<file path="src/rtl/rca_seq_wide_adder_if.sv">
`default_nettype none
// ============================================================================
//  Module      : rca_seq_wide_adder_if
//  Description : Operand/result handshake bundle for rca_seq_wide_adder.
//                Producer side drives in_valid/a/b/cin (and sub when
//                RCA_SEQ_SUB_EN is defined); consumer side drives out_ready.
//  Revision    : 1.0 - initial release
// ============================================================================
interface rca_seq_wide_adder_if #(
    parameter int NWORDS = 4
);
    localparam int c_W = 16 * NWORDS;

    logic           in_valid;
    logic           in_ready;
    logic [c_W-1:0] a;
    logic [c_W-1:0] b;
    logic           cin;
    logic           out_valid;
    logic           out_ready;
    logic [c_W:0]   sum;
    logic           busy;
`ifdef RCA_SEQ_SUB_EN
    logic           sub;
`endif

`ifdef RCA_SEQ_SUB_EN
    // Producer/consumer view
    modport master (
        output in_valid, a, b, cin, sub, out_ready,
        input  in_ready, out_valid, sum, busy
    );

    // Adder view
    modport slave (
        input  in_valid, a, b, cin, sub, out_ready,
        output in_ready, out_valid, sum, busy
    );
`else
    // Producer/consumer view
    modport master (
        output in_valid, a, b, cin, out_ready,
        input  in_ready, out_valid, sum, busy
    );

    // Adder view
    modport slave (
        input  in_valid, a, b, cin, out_ready,
        output in_ready, out_valid, sum, busy
    );
`endif

endinterface : rca_seq_wide_adder_if
`default_nettype wire

</file>
<file path="src/rtl/rca_seq_wide_adder.sv">
`default_nettype none
// ============================================================================
//  Module      : rca_seq_wide_adder (+ rca_2op_16bit)
//  Description : Wide (16*NWORDS bit) adder built from a single 16-bit
//                ripple-carry adder, one word per cycle, LSW first. The word
//                carry is registered and fed back as the next word's carry-in.
//                Valid/ready handshake on both operand and result sides.
//                Optional macro RCA_SEQ_SUB_EN adds a 'sub' input selecting
//                A - B (two's complement, sum[W]=1 means no borrow).
//  Revision    : 1.0 - initial release
// ============================================================================

// ----------------------------------------------------------------------------
// 16-bit two-operand ripple-carry adder; o_y[16] is the carry-out.
// ----------------------------------------------------------------------------
module rca_2op_16bit (
    input  wire logic [15:0] i_a,
    input  wire logic [15:0] i_b,
    input  wire logic        i_cin,
    output logic      [16:0] o_y
);
    logic w_carry;

    // Bit-serial carry ripple through 16 full-adder cells
    always_comb begin
        o_y     = '0;
        w_carry = i_cin;
        for (int i = 0; i < 16; i++) begin
            o_y[i]  = i_a[i] ^ i_b[i] ^ w_carry;
            w_carry = (i_a[i] & i_b[i]) | (w_carry & (i_a[i] ^ i_b[i]));
        end
        o_y[16] = w_carry;
    end
endmodule : rca_2op_16bit

// ----------------------------------------------------------------------------
// Word-serial wide adder sequencer
// ----------------------------------------------------------------------------
module rca_seq_wide_adder #(
    parameter int NWORDS = 4
) (
    input  wire logic             clk,
    input  wire logic             rst,
    rca_seq_wide_adder_if.slave   bus
);
    localparam int c_W  = 16 * NWORDS;
    localparam int c_KW = (NWORDS > 1) ? $clog2(NWORDS) : 1;
    localparam logic [c_KW-1:0] c_K_LAST = c_KW'(NWORDS - 1);

    localparam logic [1:0] c_IDLE = 2'd0;
    localparam logic [1:0] c_RUN  = 2'd1;
    localparam logic [1:0] c_DONE = 2'd2;

    logic [1:0]      r_state;
    logic [c_W-1:0]  r_a;
    logic [c_W-1:0]  r_b;
    logic [c_KW-1:0] r_k;
    logic            r_c;
    logic [c_W:0]    r_sum;
    logic            r_in_ready;
    logic            r_out_valid;
    logic            r_busy;
`ifdef RCA_SEQ_SUB_EN
    logic            r_sub;
`endif

    logic [15:0]     w_a_word;
    logic [15:0]     w_b_word;
    logic [15:0]     w_b_opnd;
    logic            w_cin_init;
    logic [16:0]     w_y;

    // Select word k of each captured operand; subtraction inverts B and
    // forces the initial carry to 1 so the adder computes A + ~B + 1.
    always_comb begin
        w_a_word = 16'(r_a >> {r_k, 4'b0000});
        w_b_word = 16'(r_b >> {r_k, 4'b0000});
`ifdef RCA_SEQ_SUB_EN
        w_b_opnd   = r_sub ? ~w_b_word : w_b_word;
        w_cin_init = bus.sub ? 1'b1 : bus.cin;
`else
        w_b_opnd   = w_b_word;
        w_cin_init = bus.cin;
`endif
    end

    rca_2op_16bit u_rca (
        .i_a   (w_a_word),
        .i_b   (w_b_opnd),
        .i_cin (r_c),
        .o_y   (w_y)
    );

    // Sequencer: capture on handshake, one word per cycle, hold result until taken
    always_ff @(posedge clk) begin
        if (rst) begin
            r_state     <= c_IDLE;
            r_in_ready  <= 1'b1;
            r_out_valid <= 1'b0;
            r_busy      <= 1'b0;
            r_sum       <= '0;
            r_k         <= '0;
            r_c         <= 1'b0;
`ifdef RCA_SEQ_SUB_EN
            r_sub       <= 1'b0;
`endif
        end else begin
            case (r_state)
                c_IDLE: begin
                    if (bus.in_valid) begin
                        r_a        <= bus.a;
                        r_b        <= bus.b;
                        r_c        <= w_cin_init;
`ifdef RCA_SEQ_SUB_EN
                        r_sub      <= bus.sub;
`endif
                        r_k        <= '0;
                        r_sum      <= '0;
                        r_in_ready <= 1'b0;
                        r_busy     <= 1'b1;
                        r_state    <= c_RUN;
                    end
                end
                c_RUN: begin
                    for (int w = 0; w < NWORDS; w++) begin
                        if (r_k == c_KW'(w)) begin
                            r_sum[16*w +: 16] <= w_y[15:0];
                        end
                    end
                    r_c <= w_y[16];
                    if (r_k == c_K_LAST) begin
                        r_sum[c_W]  <= w_y[16];
                        r_out_valid <= 1'b1;
                        r_state     <= c_DONE;
                    end else begin
                        r_k <= r_k + c_KW'(1);
                    end
                end
                c_DONE: begin
                    if (bus.out_ready) begin
                        r_out_valid <= 1'b0;
                        r_in_ready  <= 1'b1;
                        r_busy      <= 1'b0;
                        r_state     <= c_IDLE;
                    end
                end
                default: begin
                    r_out_valid <= 1'b0;
                    r_in_ready  <= 1'b1;
                    r_busy      <= 1'b0;
                    r_state     <= c_IDLE;
                end
            endcase
        end
    end

    assign bus.in_ready  = r_in_ready;
    assign bus.out_valid = r_out_valid;
    assign bus.busy      = r_busy;
    assign bus.sum       = r_sum;

endmodule : rca_seq_wide_adder
`default_nettype wire

</file>
<file path="src/flat_wrapper.sv">
// flat-port wrapper written by rule: the top's interface ports become plain ports
module rca_seq_wide_adder_flat 
#(
    parameter int NWORDS = 4
)
  (clk, rst, bus_in_valid, bus_a, bus_b, bus_cin, bus_out_ready, bus_in_ready, bus_out_valid, bus_sum, bus_busy);
  rca_seq_wide_adder_if #(.NWORDS(NWORDS)) bus_i ();
  input  wire logic clk;
  input  wire logic rst;
  input wire logic [$bits(bus_i.in_valid)-1:0] bus_in_valid;
  input wire logic [$bits(bus_i.a)-1:0] bus_a;
  input wire logic [$bits(bus_i.b)-1:0] bus_b;
  input wire logic [$bits(bus_i.cin)-1:0] bus_cin;
  input wire logic [$bits(bus_i.out_ready)-1:0] bus_out_ready;
  output wire logic [$bits(bus_i.in_ready)-1:0] bus_in_ready;
  output wire logic [$bits(bus_i.out_valid)-1:0] bus_out_valid;
  output wire logic [$bits(bus_i.sum)-1:0] bus_sum;
  output wire logic [$bits(bus_i.busy)-1:0] bus_busy;
  assign bus_i.in_valid = bus_in_valid;
  assign bus_i.a = bus_a;
  assign bus_i.b = bus_b;
  assign bus_i.cin = bus_cin;
  assign bus_i.out_ready = bus_out_ready;
  assign bus_in_ready = bus_i.in_ready;
  assign bus_out_valid = bus_i.out_valid;
  assign bus_sum = bus_i.sum;
  assign bus_busy = bus_i.busy;
  rca_seq_wide_adder #(.NWORDS(NWORDS)) u_core (.clk(clk), .rst(rst), .bus(bus_i));
endmodule
</file>
<file path="config.mk">
export PLATFORM = sky130hd
export DESIGN_NAME = rca_seq_wide_adder_flat
export DESIGN_NICKNAME = d
export VERILOG_FILES = /design/src/rtl/rca_seq_wide_adder_if.sv /design/src/rtl/rca_seq_wide_adder.sv /design/src/flat_wrapper.sv
export SDC_FILE = /design/constraint.sdc
export NUM_CORES = 1
export LEC_CHECK = 0
export CORE_AREA = 2 2 152 154
export CTS_BUF_LIST = sky130_fd_sc_hd__clkbuf_8 sky130_fd_sc_hd__clkbuf_16
export CTS_CLUSTER_SIZE = 16
export DETAILED_ROUTE_END_ITERATION = 8
export DIE_AREA = 0 0 154 156
export GPL_TIMING_DRIVEN = 0
export PLACE_DENSITY = 0.6
export SLEW_MARGIN = 10
export SYNTH_ARGS = -nofsm -noshare
export SYNTH_HDL_FRONTEND = slang
export SYNTH_HIERARCHICAL = 1
export SYNTH_SLANG_ARGS = --single-unit
</file>
<file path="constraint.sdc">
create_clock -name clk -period 23.6 [get_ports clk]
set_input_delay 4.72 -clock clk [delete_from_list [all_inputs] [get_ports clk]]
set_output_delay 4.72 -clock clk [all_outputs]
set_load 0.01 [all_outputs]
</file>
# [Word-level counts from Yosys, hierarchy flattened]
# Index checks and enable logic that the tools add are counted.
[totals] regBits=201 in_bits=133 output_inout_bits=68 wordCells=147
[classes] n_addsub=1 n_eq_ne=12 shift=2 mux=24 bitwise_logic=83 reduce_logical=13
[op_table] op="65-bit one-hot mux with 2 select lines" count=1
[op_table] op="64-bit by 6-bit right shift with 16-bit output" count=2
[op_table] op="65-bit 2-to-1 mux" count=1
[op_table] op="16-bit 2-to-1 mux" count=4
[op_table] op="1-bit bitwise AND" count=32
[op_table] op="1-bit XOR" count=32
[op_table] op="3-bit AND reduction" count=9
[op_table] op="1-bit OR" count=16
[op_table] op="2-bit 2-to-1 mux" count=5
[op_table] op="1-bit one-hot mux with 3 select lines" count=3
[op_table] op="2-bit by 1-bit != test with 1-bit output, second input constant" count=4
[op_table] op="1-bit 2-to-1 mux" count=7
[op_table] op="2-bit == test, second input constant" count=3
[op_table] op="2-bit != test, second input constant" count=3
[op_table] op="2-bit one-hot mux with 3 select lines" count=1
[op_table] op="2-bit by 1-bit == test with 1-bit output, second input constant" count=2
[op_table] op="2-bit logical NOT" count=2
[op_table] op="2-bit one-hot mux with 2 select lines" count=1
[op_table] op="1-bit inverter" count=3
[op_table] op="2-bit by 1-bit adder with 2-bit output, second input constant" count=1
[op_table] op="1-bit one-hot mux with 2 select lines" count=1
[op_table] op="2-bit AND reduction" count=1
[op_table] op="2-bit nonzero test" count=1

# [Logic depth before layout (Yosys ltp)]
[logic_depth] word_depth=36 ltp_mapped=25 mapped_depth_nobuf=23

# [By module]
# Netlist, hierarchy kept.
[modules_own_cells] module="rca_seq_wide_adder" n_inst=1 cells_each=377 area_per_inst_um2=7319.5 seq_area_each_um2=5305.1
[modules_own_cells] module="rca_2op_16bit" n_inst=1 cells_each=27 area_per_inst_um2=365.4 seq_area_each_um2=0.0

# [Worst setup path after synthesis]
# No wires, ideal clock.
[synth_timing] kind="input -> register" from="input bus_in_valid" to="register u_core.r_a[0], enable pin" setup_time_ns=0.632 arrival_time_ns=10.644 required_time_ns=22.968 path_slack_ns=12.324 stages=2 n_path_buf=0 path_cell_list="nor3b_4 > nor2b_1"
[synth_between] elab_chain_cells=1
[synth_rtl] element="start, declared" line_no="flat_wrapper.sv:10" source="input wire logic [$bits(bus_i.in_valid)-1:0] bus_in_valid;"
[synth_rtl] element="3-bit AND reduction (no source line)"
[synth_rtl] element="end signal, assigned" line_no="rca_seq_wide_adder.sv:111" source="r_a <= bus.a;"
[synth_rtl] element="end, declared" line_no="rca_seq_wide_adder.sv:55" source="logic [c_W-1:0] r_a;"
# Every way passes these cells.
# A chain may end at the register's enable or synchronous reset.

# [Worst setup path after layout]
[layout_timing] from="register u_core.r_k[0]" to="register u_core.r_sum[15], in the netlist u_core/bus.sum[15]"
[layout_between] elab_chain_cells=35 word_cells_on_any_way=69 cone_classes="eq/ne (1); shift (2); mux (2); bitwise (62); reduce/logical (2)"
[layout_rtl] element="start, declared" line_no="rca_seq_wide_adder.sv:57" source="logic [c_KW-1:0] r_k;"
[layout_rtl] element="start signal, assigned" line_no="rca_seq_wide_adder.sv:136" source="r_k <= r_k + c_KW'(1);"
[layout_rtl] element="64-bit by 6-bit right shift with 16-bit output (*)" line_no="rca_seq_wide_adder.sv:76" source="w_a_word = 16'(r_a >> {r_k, 4'b0000});"
[layout_rtl] element="via u_core.w_a_word[0]" line_no="rca_seq_wide_adder.sv:67" source="logic [15:0] w_a_word;"
[layout_rtl] element="1-bit XOR" line_no="rca_seq_wide_adder.sv:30" source="w_carry = (i_a[i] & i_b[i]) | (w_carry & (i_a[i] ^ i_b[i]));"
[layout_rtl] element="1-bit bitwise AND" line_no="rca_seq_wide_adder.sv:30"
[layout_rtl] element="1-bit OR (*)" line_no="rca_seq_wide_adder.sv:30"
[layout_rtl] element="1-bit bitwise AND (*)" line_no="rca_seq_wide_adder.sv:30"
[layout_rtl] element="1-bit OR (*)" line_no="rca_seq_wide_adder.sv:30"
[layout_rtl] element="1-bit bitwise AND (*)" line_no="rca_seq_wide_adder.sv:30"
[layout_rtl] element="(+21 left out)"
[layout_rtl] element="1-bit bitwise AND (*)" line_no="rca_seq_wide_adder.sv:30"
[layout_rtl] element="1-bit OR (*)" line_no="rca_seq_wide_adder.sv:30"
[layout_rtl] element="1-bit bitwise AND (*)" line_no="rca_seq_wide_adder.sv:30"
[layout_rtl] element="1-bit OR (*)" line_no="rca_seq_wide_adder.sv:30"
[layout_rtl] element="1-bit XOR (*)" line_no="rca_seq_wide_adder.sv:29" source="o_y[i] = i_a[i] ^ i_b[i] ^ w_carry;"
[layout_rtl] element="via u_core.w_y[15]" line_no="rca_seq_wide_adder.sv:71" source="logic [16:0] w_y;"
[layout_rtl] element="16-bit 2-to-1 mux (*)" line_no="rca_seq_wide_adder.sv:126" source="if (r_k == c_KW'(w)) begin"
[layout_rtl] element="65-bit one-hot mux with 2 select lines (*)" line_no="rca_seq_wide_adder.sv:108" source="case (r_state)"
[layout_rtl] element="end signal, assigned by index" line_no="rca_seq_wide_adder.sv:127" source="r_sum[16*w +: 16] <= w_y[15:0];"
[layout_rtl] element="end signal, assigned by index" line_no="rca_seq_wide_adder.sv:132" source="r_sum[c_W] <= w_y[16];"
[layout_rtl] element="end, declared" line_no="rca_seq_wide_adder.sv:59" source="logic [c_W:0] r_sum;"
# The timed path passes the listed nets; every way through them passes the cells marked *. The select of a mux whose other input is x is not followed.

==> flow_summary_export.csv <==
group,metric,value,unit
run_status,status,"finished, final reports clean",
grt,grt.total_usage,0.150,
timing,min_period,8.12,ns
power,p_leak,3.69,nW
drt,dr_wl_met2,9210,um
timing,setup_violations,0,
grt,antenna_found_initial,0,
cells_and_area,final_cell_area,10800,um2
cells_and_area,syn2layout_area_growth,40.6,%
hold_path,hp-class,"reg2reg",
worst_setup_path,cp_data_arrival_time,8.55,ns
synthesis,synthesis.nets,557,
cells_and_area,drive_gt1_frac,0.164,
timing,max_freq,123,MHz
clocking,cts-root-buf,"clkbuf_16",
synthesis,synthArstFlopShare,0,
worst_setup_path,cp-start-kind,"flop",
cells_and_area,nets,785,
die,start_util,0.344,
timing,slew_violations,0,
drt,via_count,4621,
clocking,cts_buffers,22,
run,maxCapViolCount,0,
timing,timing.final.crit_share,0.344,
clocking,cts_setup_buffers,0,
clocking,post_cts_resized,0,
die,core_area,22400,um2
timing,hold_viol,0,
die,die_w,154,um
drt,detail-route-antenna-nets,0,
clocking,clockBufferDepth,3,
synthesis,ys.flop_type,"edfxtp_1",
worst_setup_path,cp.required,24.04,ns
drt,vias_per_cell,4.96,
drt,top_layer,"met4",
grt,grt_pass1_vias,4980,
cells_and_area,num_antenna_cells,0,
clocking,h-tree-depth,1,
drt,wl_met3,1330,um
synthesis,yosys_warnings,6,
placement,hpwl,14100,um
drt,routed_wl,18300,um
synthesis,ys_seq_elements,201,
synthesis,synth_edf_count,128,
drt,wl_per_cell,19.7,um
worst_setup_path,r2r_slack,15.48,ns
die,num_rows,55,
synthesis,avgSynthCellArea,19.0,um2
synthesis,yosysSeqAreaShare,0.690,
clocking,clk_latency,0.50,ns
clocking,clk_pin_slew_worst_paths,0.06,ns
placement,gp_congestion,0.766,
placement,placed_area,10100,um2
worst_setup_path,crit_fanout,9,
drt,drt_iter0_markers,279,
drt,drtPass1Iterations,6,
worst_setup_path,worstSetupPathType,"reg2reg",
drt,drc,0,
timing,tns,0,ns
grt,grt_max_degree,35,
clocking,cts_tree,"built",
synthesis,synth.distinct_cells,33,
power,vdd_ir_drop_max,0.0568,mV
synthesis,synth_area,7680,um2
die,die_area,24000,um2
timing,maxSlewHeadroom,0.487,
power,powerDensity,77.3,nW/um2
grt,grt_pass1_wl,27900,um
die,dieHeight,156,um
timing,skew,0.0159,ns
clocking,clock_sinks,201,
placement,io_buffers,200,
worst_setup_path,endpoint_kind,"flop",
grt,grt-ovfl-total,0,
timing,rsz0062_at_grt,"no",
die,ios,201,
drt,routedLengthMet1,7570,um
synthesis,syn_inst,404,
timing,worstMarginPinSlew,0.769,ns
clocking,postCtsHoldBufs,0,
## worst max-delay path, cell delays in order, from the launching register on
cell and delay [ns]:
dfxtp_1 0.36, buf_2 0.31, mux4_2 0.57, fa_1 0.42, inv_1 0.09, fa_1 0.16, inv_1 0.04, fa_1 0.39
fa_1 0.40, fa_1 0.41, fa_1 0.43, fa_1 0.42, fa_1 0.40, fa_1 0.38, fa_1 0.44, fa_1 0.41
fa_1 0.39, fa_1 0.40, fa_1 0.40, fa_1 0.39, inv_1 0.08, fa_1 0.45, inv_1 0.16, a32o_1 0.17
## routing by layer
| metal | track usage | vias up |
|---|---|---|
| met5 | 0 | - |
| met4 | 0.0320 | 0 |
| met3 | 0.0386 | 21 |
| met2 | 0.265 | 181 |
| met1 | 0.187 | 2322 |
| li1 | - | 2097 |
## registers in the layout, indices dropped and copies added, names as in the netlist
register,count
u_core/r_state,2
u_core/r_b,64
u_core/bus.sum,65
u_core/r_k,2
u_core/bus.out_valid,1
u_core/r_c,1
u_core/r_a,64
u_core/bus.busy,1
u_core/bus.in_ready,1
## path summary, 6_finish.rpt
check	cells after the start	endpoint	start
hold reg to reg	1	u_core/bus.sum[19]	u_core/bus.sum[19]
setup / recovery	23	u_core/bus.sum[15]	u_core/r_k[0]
setup reg to reg	23	u_core/bus.sum[15]	u_core/r_k[0]
hold / removal	1	u_core/bus.sum[19]	u_core/bus.sum[19]
## stage by stage
step                      hold slack, ns  power [mW]  setup WS [ns]   util  std cells
after floorplan                    0.481       0.466          12.32      -        404
after global placement             0.452       0.529           9.72  0.449        889
after detailed placement           0.456       0.532          15.40  0.453        893
after CTS                          0.470       0.846          15.38  0.483        931
after global routing               0.490       0.870          15.13  0.483        931
final                              0.467       0.835          15.48  0.483        931
## report_power, final
group | total (mW) | switching (mW) | internal (mW)
clock network | 0.312 | 0.131 | 0.181
registers | 0.401 | 0.00769 | 0.393
logic | 0.122 | 0.0561 | 0.0662
## cell usage in the layout, fill, tap and decap left out, drive strengths merged
master	n
nand2	3
mux4	32
o21bai	2
a2111oi	1
nand3	2
a21oi	8
inv	20
mux2	4
nor2b	3
a31oi	2
buf	34
nor4b	1
o21ai	1
clkinv	7
ha	4
nor3b	3
fa	16
clkdlybuf4s50	200
nor2	1
nand4	1
edfxtp	128
nor3	1
mux2i	1
dfxtp	73
clkbuf	28
or3	1
a32o	65
or2	4
## Yosys cell counts (2+ instances only)
library cell	instances	area, um2
edfxtp_1	128	3840
dfxtp_1	73	1460
a32o_1	65	651
mux4_2	32	721
fa_1	16	320
inv_1	15	56.3
buf_6	10	113
buf_2	9	45.0
buf_4	9	67.6
a21oi_1	4	20.0
a21oi_4	4	65.1
ha_1	4	50.1
mux2_4	4	60.1
or2_1	4	25.0
nand2_1	3	11.3
nor2b_1	3	18.8
a31oi_1	2	12.5
clkbuf_1	2	7.51
nand3_1	2	10.0
o21bai_1	2	15.0
## cells by family after synthesis
logic type	synth area share
simple gates	0.0174
mux	0.103
fa+ha+maj	0.0482
buf+inv	0.0401
flops	0.690
compound gates	0.101
## area by class of cell
cell class / instances / area [um2]
Sequential cell: 201 / 5310
Buffer: 32 / 251
Clock inverter: 12 / 61.3
Clock buffer: 26 / 606
Timing Repair Buffer: 204 / 2090
Fill cell: 1845 / 11600
Inverter: 15 / 56.3
Multi-Input combinational cell: 156 / 2080
Tap cell: 285 / 357
Note: power is estimated with default switching activity, not from simulation.
